--- src/rtl/iq_sched_ctrl.sv ---
`default_nettype none
// ============================================================================
// Module   : iq_sched_ctrl
// Function : issue-queue allocation (dispatch -> free slots) and
//            oldest-ready select via an age matrix.
// Revision : 1.0  initial release
// ============================================================================
module iq_sched_ctrl #(
  parameter int ENTRY_COUNT = 8,
  parameter int DISP_WIDTH  = 2,
  parameter int LANE_W      = (DISP_WIDTH > 1) ? $clog2(DISP_WIDTH) : 1,
  parameter int IDX_W       = (ENTRY_COUNT > 1) ? $clog2(ENTRY_COUNT) : 1
) (
  input  logic                          clk,
  input  logic                          rst_n,
  input  logic                          flush,
  input  logic [DISP_WIDTH-1:0]         disp_valid_i,
  output logic                          disp_ready_o,
  output logic [ENTRY_COUNT-1:0]        entry_init_o,
  output logic [ENTRY_COUNT*LANE_W-1:0] entry_lane_o,
  input  logic [ENTRY_COUNT-1:0]        entry_ready_i,
  output logic [ENTRY_COUNT-1:0]        entry_select_o,
  output logic                          issue_valid_o,
  input  logic                          issue_ready_i,
  output logic [IDX_W-1:0]              issue_idx_o,
  output logic [IDX_W:0]                count_o,
  output logic                          full_o,
  output logic                          empty_o
);

  localparam logic [IDX_W:0] C_ENTRIES = (IDX_W+1)'(ENTRY_COUNT);
  localparam logic [IDX_W:0] C_LANES   = (IDX_W+1)'(DISP_WIDTH);

  logic [ENTRY_COUNT-1:0]                  r_valid;
  logic [ENTRY_COUNT-1:0][ENTRY_COUNT-1:0] r_age;   // r_age[i][j]: i older than j
  logic [IDX_W:0]                          r_count;

  logic                                    w_kill;
  logic                                    w_disp_ready;
  logic [ENTRY_COUNT-1:0]                  w_init;
  logic [ENTRY_COUNT-1:0][LANE_W-1:0]      w_lane;
  logic [ENTRY_COUNT-1:0][ENTRY_COUNT-1:0] w_older;
  logic [IDX_W:0]                          w_fire_cnt;
  logic                                    w_found;
  logic [ENTRY_COUNT-1:0]                  w_cand;
  logic [ENTRY_COUNT-1:0]                  w_oldest;
  logic [IDX_W-1:0]                        w_idx;
  logic                                    w_hit;
  logic                                    w_issue_valid;
  logic                                    w_issue_fire;
  logic [ENTRY_COUNT-1:0]                  w_select;
  logic [ENTRY_COUNT-1:0][ENTRY_COUNT-1:0] w_age_nxt;

  assign w_kill       = !rst_n || flush;
  assign w_disp_ready = !w_kill && ((C_ENTRIES - r_count) >= C_LANES);

  // Lanes in ascending order each claim the lowest free slot not yet claimed;
  // w_older[k] captures everything that is older than the new occupant of k.
  always_comb begin
    w_init     = '0;
    w_lane     = '0;
    w_older    = '0;
    w_fire_cnt = '0;
    w_found    = 1'b0;
    for (int l = 0; l < DISP_WIDTH; l++) begin
      w_found = 1'b0;
      for (int k = 0; k < ENTRY_COUNT; k++) begin
        if (w_disp_ready && disp_valid_i[l] && !w_found && !r_valid[k] && !w_init[k]) begin
          w_found    = 1'b1;
          w_older[k] = r_valid | w_init;
          w_init[k]  = 1'b1;
          w_lane[k]  = LANE_W'(l);
          w_fire_cnt = w_fire_cnt + (IDX_W+1)'(1);
        end
      end
    end
  end

  assign w_cand = r_valid & entry_ready_i;

  always_comb begin
    w_oldest = '0;
    w_idx    = '0;
    w_hit    = 1'b0;
    for (int i = 0; i < ENTRY_COUNT; i++) begin
      w_oldest[i] = w_cand[i];
      for (int j = 0; j < ENTRY_COUNT; j++) begin
        if (w_cand[j] && r_age[j][i]) w_oldest[i] = 1'b0;
      end
    end
    for (int i = 0; i < ENTRY_COUNT; i++) begin
      if (w_oldest[i] && !w_hit) begin
        w_idx = IDX_W'(i);
        w_hit = 1'b1;
      end
    end
  end

  assign w_issue_valid = (|w_cand) && !w_kill;
  assign w_issue_fire  = w_issue_valid && issue_ready_i;

  always_comb begin
    w_select = '0;
    for (int i = 0; i < ENTRY_COUNT; i++) begin
      w_select[i] = w_issue_fire && (w_idx == IDX_W'(i));
    end
  end

  // New slot's column comes from w_older; its row is cleared (youngest).
  always_comb begin
    w_age_nxt = r_age;
    for (int i = 0; i < ENTRY_COUNT; i++) begin
      for (int j = 0; j < ENTRY_COUNT; j++) begin
        if (w_init[j])      w_age_nxt[i][j] = w_older[j][i];
        else if (w_init[i]) w_age_nxt[i][j] = 1'b0;
      end
    end
  end

  always_ff @(posedge clk) begin
    if (w_kill) begin
      r_valid <= '0;
      r_age   <= '0;
      r_count <= '0;
    end else begin
      r_valid <= (r_valid | w_init) & ~w_select;
      r_age   <= w_age_nxt;
      r_count <= r_count + w_fire_cnt - (IDX_W+1)'(w_issue_fire);
    end
  end

  assign disp_ready_o   = w_disp_ready;
  assign entry_init_o   = w_init;
  assign entry_lane_o   = w_lane;
  assign entry_select_o = w_select;
  assign issue_valid_o  = w_issue_valid;
  assign issue_idx_o    = w_idx;
  assign count_o        = r_count;
  assign full_o         = (r_count == C_ENTRIES);
  assign empty_o        = (r_count == '0);

endmodule
`default_nettype wire

--- config.mk ---
export PLATFORM = sky130hd
export DESIGN_NAME = iq_sched_ctrl
export DESIGN_NICKNAME = d
export VERILOG_FILES = /design/src/rtl/iq_sched_ctrl.sv
export SDC_FILE = /design/constraint.sdc
export NUM_CORES = 1
export LEC_CHECK = 0
export CORE_ASPECT_RATIO = 0.5
export CORE_UTILIZATION = 48
export CTS_CLUSTER_SIZE = 25
export DETAILED_ROUTE_END_ITERATION = 10
export PLACE_DENSITY = 0.69
export RECOVER_POWER = 25
export SETUP_SLACK_MARGIN = 0.02
export SYNTH_ARGS = -nofsm -noshare
export SYNTH_HDL_FRONTEND = slang
export SYNTH_SLANG_ARGS = --single-unit
--- constraint.sdc ---
create_clock -name clk -period 17.05 [get_ports clk]
set_input_delay 1.705 -clock clk [delete_from_list [all_inputs] [get_ports clk]]
set_output_delay 1.705 -clock clk [all_outputs]
set_load 0.03 [all_outputs]
==> results of run 1 <==
where the power goes:
part	switching [mW]	internal, mW
registers	0.00200	0.179
logic	0.0443	0.0259
clock network	0.0763	0.0988
total	0.123	0.304
cell usage after synthesis (all sizes together) (4+ instances only):
cell    instances
xor2            7
nor2b           7
nor4            5
nand3          30
and3           18
or3             7
nand2          73
a21o            6
buf            12
a21oi          64
nor2           74
nand3b          7
a31oi          11
nor3           18
mux2i           5
xnor2          18
inv            31
a221oi         10
nand2b          4
a211oi         10
a22oi          21
clkbuf         37
o21ai          30
and2           16
ha             23
dfxtp          76
flip-flops by register name, indices dropped and copies added, names as in the netlist:
register  count
r_valid       8
r_age        64
count_o       4
how the worst max path moves through the flow:
stage / from / end / slack [ns]
5_1_grt: rst_n / count_o[3]$_SDFF_PP0_ / 1.75
6_report: rst_n / count_o[3]$_SDFF_PP0_ / 2.80
4_1_cts: rst_n / count_o[3]$_SDFF_PP0_ / 3.98
3_5_place_dp: rst_n / count_o[3]$_SDFF_PP0_ / 3.67
2_1_floorplan: rst_n / count_o[3]$_SDFF_PP0_ / 4.63
3_3_place_gp: rst_n / count_o[3]$_SDFF_PP0_ / 4.05
critical path: cells and delay by family:
| family | cells | cell delay [ns] |
|---|---|---|
| AOI/OAI and AO/OA | 19 | 3.31 |
| adders and majority gates | 10 | 2.80 |
| buffers and inverters | 5 | 2.51 |
| and+or+nand+nor | 10 | 2.05 |
| muxes | 4 | 1.23 |
| xor gates and xnor gates | 5 | 0.90 |
metrics by stage:
stage               hold slack, ns  utilization (%)  cells  power, mW
floorplan                    0.404                -    678      0.237
global placement             0.423             54.7    827      0.255
detailed placement           0.425             54.7    827      0.255
CTS                          0.434             57.3    843      0.429
global route                 0.457             57.2    843      0.443
finish                       0.436             57.2    843      0.426
layout by cell type (no fill, tap or decap), types with 4 or more instances in the layout:
master                            Yosys  final
sky130_fd_sc_hd__clkbuf_1            37      6
sky130_fd_sc_hd__clkdlybuf4s50_1      0     41
sky130_fd_sc_hd__inv_1               30     30
sky130_fd_sc_hd__a31oi_1             11     11
sky130_fd_sc_hd__nand3_1             28     28
sky130_fd_sc_hd__or3_1                6      6
sky130_fd_sc_hd__a21o_1               6      6
sky130_fd_sc_hd__xor2_1               6      6
sky130_fd_sc_hd__a221oi_1             9      9
sky130_fd_sc_hd__a22oi_1             21     21
sky130_fd_sc_hd__a211oi_1             7      7
sky130_fd_sc_hd__xnor2_1             18     18
sky130_fd_sc_hd__ha_1                23     23
sky130_fd_sc_hd__nor2b_1              7      6
sky130_fd_sc_hd__and2_1              15     15
sky130_fd_sc_hd__and3_1              18     18
sky130_fd_sc_hd__mux2i_1              4      4
sky130_fd_sc_hd__o21ai_0             26     26
sky130_fd_sc_hd__dfxtp_1             76     76
sky130_fd_sc_hd__nand2_1             72     72
sky130_fd_sc_hd__clkinvlp_4           0      4
sky130_fd_sc_hd__clkbuf_16            0      9
sky130_fd_sc_hd__nor3_1              18     18
sky130_fd_sc_hd__nor2_1              73     73
sky130_fd_sc_hd__buf_4                4      6
sky130_fd_sc_hd__dlygate4sd3_1        0      7
sky130_fd_sc_hd__nand3b_1             7      7
sky130_fd_sc_hd__a21oi_1             63     63
routing by layer:
metal	up-vias	GRT usage [%]	share of wire, %
li1	2457	-	-
met5	-	0	0
met1	2471	40.0	47
met3	27	5.52	7.5
met2	210	47.2	44
met4	0	11.9	1.9
kinds of logic (layout without fill, tap and decap cells):
group	count (synthesis)	count (layout)	synth area share, %
AOI/OAI and AO/OA	187	187	24.6
xor gates and xnor gates	25	25	4.41
adders and majority gates	27	27	6.59
buffers and inverters	83	108	6.85
DFF	76	76	29.7
muxes	7	7	1.49
and+or+nand+nor	273	273	26.4
cell type report:
class                      instances  share of cell area [%]
clock inverter                     5                   0.658
timing repair buffer              58                    9.16
clock buffer                      11                    3.95
inverter                          34                    2.16
tap                              140                    2.97
sequential                        76                    25.8
multi-input combinational        519                    55.3
==> results by stage, run 1 <==
Run status:
- The flow ran to the end, and the final reports show no timing, DRC or antenna violations.

Clock tree:
- After clock tree synthesis, the clock-pin slew on the worst setup and hold paths is 0.06 ns.
- The TritonCTS clock tree is done.
- The post-CTS setup-driven buffer insertion count is 0.
- The cell at the root of the clock tree is sky130_fd_sc_hd__clkbuf_16.
- The number of hold buffers added after CTS was 0.
- Post-CTS repair changed the size of 0 cells.
- The maximum buffer depth of the clock tree is 2.
- For the worst-skew pair, the clock arrives at the later sink with an insertion delay of 0.34 ns.
- CTS built an H-tree with a depth of 3.
- The clock net in this run drives a total of 76 sinks.
- Counting the buffers created by CTS gives 9.

Logic synthesis:
- Of all cell types, the one taking the most synthesized area is sky130_fd_sc_hd__dfxtp_1.
- The async set or reset register ratio after synthesis is 0%.
- Yosys mapped the design onto 83 distinct sky130hd cell types.
- The number of nets handed over by synthesis was 716.
- Sorting the synthesized cells by area gives the leading types as sky130_fd_sc_hd__dfxtp_1 30%, sky130_fd_sc_hd__a21oi_1 6.1%, sky130_fd_sc_hd__ha_1 5.6%, sky130_fd_sc_hd__nor2_1 5.3%, sky130_fd_sc_hd__nand2_1 5.3%.
- The cell count after synthesis is 678.
- In the synthesized netlist the dominant register cell turns out to be sky130_fd_sc_hd__dfxtp_1.
- For this run, the register share of the synthesized area comes to 29.7%.
- The cell area after technology mapping is 5130 µm².
- For this run, the number of Yosys warnings is 0.
- The average size of a mapped cell is 7.57 µm².
- The number of enable-type register cells in the synthesized netlist is 0.
- Synthesis inferred 76 register bits.
- The synthesized design devotes to its leading area cell type 29.7% of total area.

Detailed routing:
- The starting DRC count in detailed routing is 497.
- The total wire length is 16000 µm.
- The first detailed-routing pass took 5 iterations.
- The detailed-route DRC error count is 0.
- The per-cell routed wire length is 19.0 µm.
- The average via count per standard cell is 6.13.
- The routed layout has 5165 vias.
- The post-detailed-route count of antenna-violating nets is 0.

Floorplanning:
- The site row count is 26.
- The overall die area is 11100 µm².
- The floorplan core area is 10300 µm².
- The initial cell density of the core is 49.7%.
- 49 I/O pins were placed.
- The die is 75.1 µm tall.
- The die span in x is 148 µm.

Critical path:
- For this design, the slowest cell found on the critical path is sky130_fd_sc_hd__clkbuf_1.
- The critical path startpoint category is an input pin.
- On the worst path, the slowest cell contributes a delay of 1.06 ns.
- The reg-to-reg critical path startpoint is count_o[1]$_SDFF_PP0_.
- For the worst setup path, the data arrival time is 14.53 ns.
- The most common cell type on the critical path is sky130_fd_sc_hd__ha_1.
- The endpoint of the worst-slack reg-to-reg timing path is count_o[3]$_SDFF_PP0_.
- The length in cells of the worst reg-to-reg path is 59.
- The setup check on the worst reg-to-reg path leaves a slack of 4.69 ns.
- The classification of the worst setup path is in -> reg.
- The critical path required time is 17.33 ns.
- In this run the worst path has a maximum fanout of 32.
- STA classifies the critical path endpoint as a flop.

Timing:
- In the final timing run, aggregate negative setup slack is 0 ns.
- The number of hold-slack violations in the final timing report was 0.
- The number of pins exceeding their max-slew limit in the final report is 0.
- The transition time at the pin with the least slew margin is 1.47 ns.
- The worst clock skew is 0.00535 ns.
- The final critical delay including setup and external delays is 14.25 ns.
- Static timing analysis puts the maximum clock frequency at 0.0702 GHz.
- Across all setup checks in the final design, the least slack found is 2.80 ns.
- The fraction of the cycle the final worst path needs is 83.6%.
- The remaining max-slew budget at the tightest pin is 2.00%.
- Setup violations remaining at the end of the flow were counted as 0.
- Setup repair after global routing left no endpoint under its margin.

Global routing:
- Entering global routing, the biggest net connects 53 pins.
- The via count of the first global-routing pass was 4847.
- For this run the aggregate overflow at the end of global routing stands at 0.
- The overall global routing resource usage is 29.6%.
- The number of antenna violations at the first check in global routing is 0.
- The first global-routing pass estimated 25300 µm of wire.

Hold path:
- The worst hold path endpoint is r_age[63]$_SDFFE_PP0P_.
- The worst hold path belongs to the class reg -> reg.
- The number of instances on the worst hold path is 2.
- The worst hold path begins at r_age[63]$_SDFFE_PP0P_.

Finish:
- From synthesis to final layout, the design area changed by 15.0%.
- The multi-input combinational cells in the finished layout cover a total of 3260 µm².
- The sequential cell area is 1520 µm².
- The cell area after layout is 5900 µm².
- In the final design database the tool counted 736 nets.
- The fraction of layout instances using a drive strength above 1 is 7.11%.
- The filler cell count is 934.
- 0 antenna diodes ended up in the layout.

Power and ir drop:
- VDD sags by at most 0.0440 mV.
- Summed over all cells, the static leakage comes to 2.21 nW.
- The ratio of total power to cell area is 72.3 nW/µm².

Place:
- Detailed placement finished with a half-perimeter wire length of 11000 µm.
- The congestion estimate from routability-driven global placement came to 0.932.
- After detailed placement, the total cell area comes to 5640 µm².
- Input and output buffers added on the ports amount to 48.
- The pre-CTS worst setup slack is 3.67 ns.

Flow run:
- The max-capacitance violation count is 0.
Power figures use the tool's default switching activity.
==> run 2: changes to the inputs <==
Settings changed: PLACE_DENSITY 0.69 to 0.71.
Clock period 17.05 ns to 12.63 ns, I/O delays scaled along.
==> results by stage, run 2 (same netlist as run 1, synthesis figures left out) <==
Run status:
- The run finished with clean final reports.

Floorplanning:
- During I/O placement, the number of pins put on the boundary was 49.
- The initial cell density of the core is 49.7%.
- The vertical extent of the die is 75.1 µm.
- In this run the core area contains 26 standard-cell rows.
- The floorplan step defined a core boundary enclosing 10300 µm².
- The die span in x is 148 µm.
- The die covers 11100 µm².

Critical path:
- The worst register-to-register path has a depth of 62.
- The most numerous cell type found on the critical path is sky130_fd_sc_hd__ha_1.
- Together, buffers and inverters on the worst path number 7.
- The critical path's top delay family is adder cells.
- The critical-path maximum fanout is 8.
- The startpoint identified for the worst register-to-register timing path is count_o[0]$_SDFF_PP0_.
- STA classifies the critical path endpoint as a flop.
- Setup slack on the worst reg-to-reg path comes out at 0.93 ns.
- The endpoint of the worst-slack reg-to-reg timing path is count_o[3]$_SDFF_PP0_.
- The arrival time of the worst setup path is 12.15 ns.
- The delay contributed by the slowest stage of the critical path is 0.56 ns.
- The classification of the worst setup path is in -> reg.
- The critical path required time is 12.92 ns.
- The largest individual stage delay along the critical path comes from the cell sky130_fd_sc_hd__dlygate4sd3_1.
- The start point of the critical path is disp_valid_i[0].
- STA classifies the critical path startpoint as an input pin.

Power and ir drop:
- The clock network burns 44.0% of the power.
- The power share of the combinational group is 16.0%.
- The share of total power dissipated in sequential elements is 40.0%.
- Internal power comes to 0.439 mW.
- The switching share of power is 28.2%.
- The maximum VDD drop is 0.0912 mV.
- Summed over all cells, the static leakage comes to 2.28 nW.
- The power dissipated by switching net loads is 0.172 mW.
- For this design the ratio of total power to cell area is 102 nW/µm².

Flow run:
- Across the run, the number of max-cap violations was 0.

Global routing:
- The first global-routing pass estimated 24900 µm of wire.
- The overall global routing resource usage is 29.1%.
- The total grt overflow is 0.
- The number of antenna violations at the first check in global routing is 0.
- The maximum number of pins on one net before global-route repair is 53.
- The via count of the first global-routing pass is 4760.

Timing:
- The worst clock skew is 0.00779 ns.
- The final-layout setup total negative slack is 0 ns.
- The number of hold-slack violations in the final timing report came to 0.
- Setup repair after global routing left no endpoint under its margin.
- The fraction of the cycle the final worst path needs is 93.9%.
- Headroom to the max-slew limit came out at 34.3%.
- The routed design could run at a clock period as short as 11.86 ns.
- The worst hold slack after final layout is 0.427 ns.
- The number of pins exceeding their max-slew limit in the final report is 0.
- The top achievable clock speed is 0.0843 GHz.
- For the pin with the worst max-slew slack, the measured transition is 0.973 ns.
- The post-route worst setup slack is 0.770 ns.
- The setup violation total in the final timing report is 0.

Clock tree:
- The clock tree synthesis step divided the H-tree into 3 levels.
- The cell sitting at the root of the clock tree is a sky130_fd_sc_hd__clkbuf_16.
- CTS saw 76 sinks.
- TritonCTS created 9 clock buffers.
- Clock latency on the worst-skew pair, taken at its later pin, is 0.34 ns.
- The longest clock path from root to sink contains 2 buffers.
- TritonCTS built the clock tree.
- After clock tree synthesis, the clock-pin slew on the worst setup and hold paths is 0.07 ns.

Place:
- At the end of routability-driven placement, the weighted congestion stood at 0.927.
- In this run the cell area measured after placement is 5670 µm².
- The HPWL after detailed placement is 10800 µm.
- The count of buffers inserted at the top-level ports is 48.
- The pre-CTS worst setup slack is 0.204 ns.

Detailed routing:
- After the first detailed-routing iteration, the DRC count stood at 717.
- The detailed-route DRC error count is 0.
- Across all layers, the routed design uses 5191 vias.
- The number of detailed-route iterations in the first pass is 6.
- The per-cell routed wire length is 18.4 µm.
- The routed design has 15600 µm of wire.
- The detail route stage leaves a number of antenna-violating nets equal to 0.
- The average via count per standard cell is 6.11.

Finish:
- The most flop-heavy register is r_age.
- For this run, the post-layout net count is 743.
- Once layout is done, the placed cells without fillers occupy 6010 µm².
- The fraction of layout instances using a drive strength above 1 is 9.01%.
- The number of antenna diodes in the final layout is 0.
- The register with the most flip-flops in the layout has 64 of them.
- The library cells used most frequently in the layout, excluding fill and tap cells, are 76 x sky130_fd_sc_hd__dfxtp_1, 72 x sky130_fd_sc_hd__nor2_1, 72 x sky130_fd_sc_hd__nand2_1.
- The library cell used most frequently in the layout, excluding fill and tap cells, is sky130_fd_sc_hd__dfxtp_1.
- The area growth from synthesis to layout is 17.1%.

Hold path:
- The worst hold path terminates at r_age[63]$_SDFFE_PP0P_.
- The worst hold path passes through 2 cells.
- The worst hold path belongs to the class reg -> reg.
- The startpoint identified for the worst hold timing path is r_age[63]$_SDFFE_PP0P_.
==> run 2: cell count changes in the layout (fill, tap and decap cells not counted), sizes merged <==
| cell | previous run | this run |
|---|---|---|
| buf | 6 | 14 |
| clkinvlp | 4 | 0 |
| clkbuf | 15 | 13 |
| clkinv | 4 | 6 |
| inv | 31 | 33 |
| bufinv | 0 | 1 |
| clkdlybuf4s50 | 41 | 40 |
| dlygate4sd3 | 7 | 8 |
==> run 2: routing by layer <==
metal  GRT usage (%)  vias up  wire [µm]
met5               0        -          0
li1                -     2475          -
met1            39.2     2418       7180
met3            6.18       41       1260
met2            46.0      257       6840
met4            12.0        0        367
==> run 2: what timing repair did <==
action,in CTS,in global routing
setup endpoints to repair,0,3
resized for setup,0,7
setup buffers,0,3
hold endpoints to repair,0,0
hold buffers,0,0
==> run 2: worst reg2reg max path: cells and delay by family (launching register included) <==
| kind | cells | cell delay [ns] |
|---|---|---|
| AO/OA/AOI/OAI | 20 | 3.09 |
| XOR/XNOR | 3 | 0.47 |
| adder cells (fa/ha/maj) | 12 | 3.29 |
| buffers and inverters | 6 | 0.57 |
| flip-flops | 1 | 0.41 |
| multiplexers | 5 | 1.19 |
| AND/OR/NAND/NOR | 16 | 2.61 |
==> run 2: power groups by stage <==
stage                     sequential (mW)  clock [mW]  combinational [mW]
final                               0.244       0.269              0.0975
after floorplan                     0.250           0              0.0694
after global routing                0.245       0.282               0.107
after global placement              0.250           0              0.0950
after detailed placement            0.249           0              0.0963
after CTS                           0.244       0.270              0.0966
==> run 2: area by class of cell <==
type | count | area [µm²]
fillers | 959 | 4310
multi-input cells | 519 | 3280
flip-flops and latches | 76 | 1520
repair buffers | 65 | 597
clock buffers | 10 | 239
well taps | 140 | 175
inverters | 34 | 128
clock inverters | 6 | 70.1
==> run 2: worst max path at each step <==
stage	end	slack [ns]	cells past startpoint
finish	count_o[3]$_SDFF_PP0_	0.77	57
detailed placement	count_o[3]$_SDFF_PP0_	0.20	56
global route	count_o[3]$_SDFF_PP0_	0.01	59
CTS	count_o[3]$_SDFF_PP0_	0.53	56
floorplan	count_o[3]$_SDFF_PP0_	0.65	59
global placement	count_o[3]$_SDFF_PP0_	0.55	56
==> run 2: stage by stage <==
| stage | total power [mW] | std cells | utilization, % |
|---|---|---|---|
| final | 0.611 | 850 | 58.3 |
| after global routing | 0.633 | 850 | 58.3 |
| after CTS | 0.610 | 847 | 58.0 |
| after detailed placement | 0.346 | 831 | 55.0 |
| after global placement | 0.344 | 831 | 55.0 |
| after floorplan | 0.320 | 678 | - |
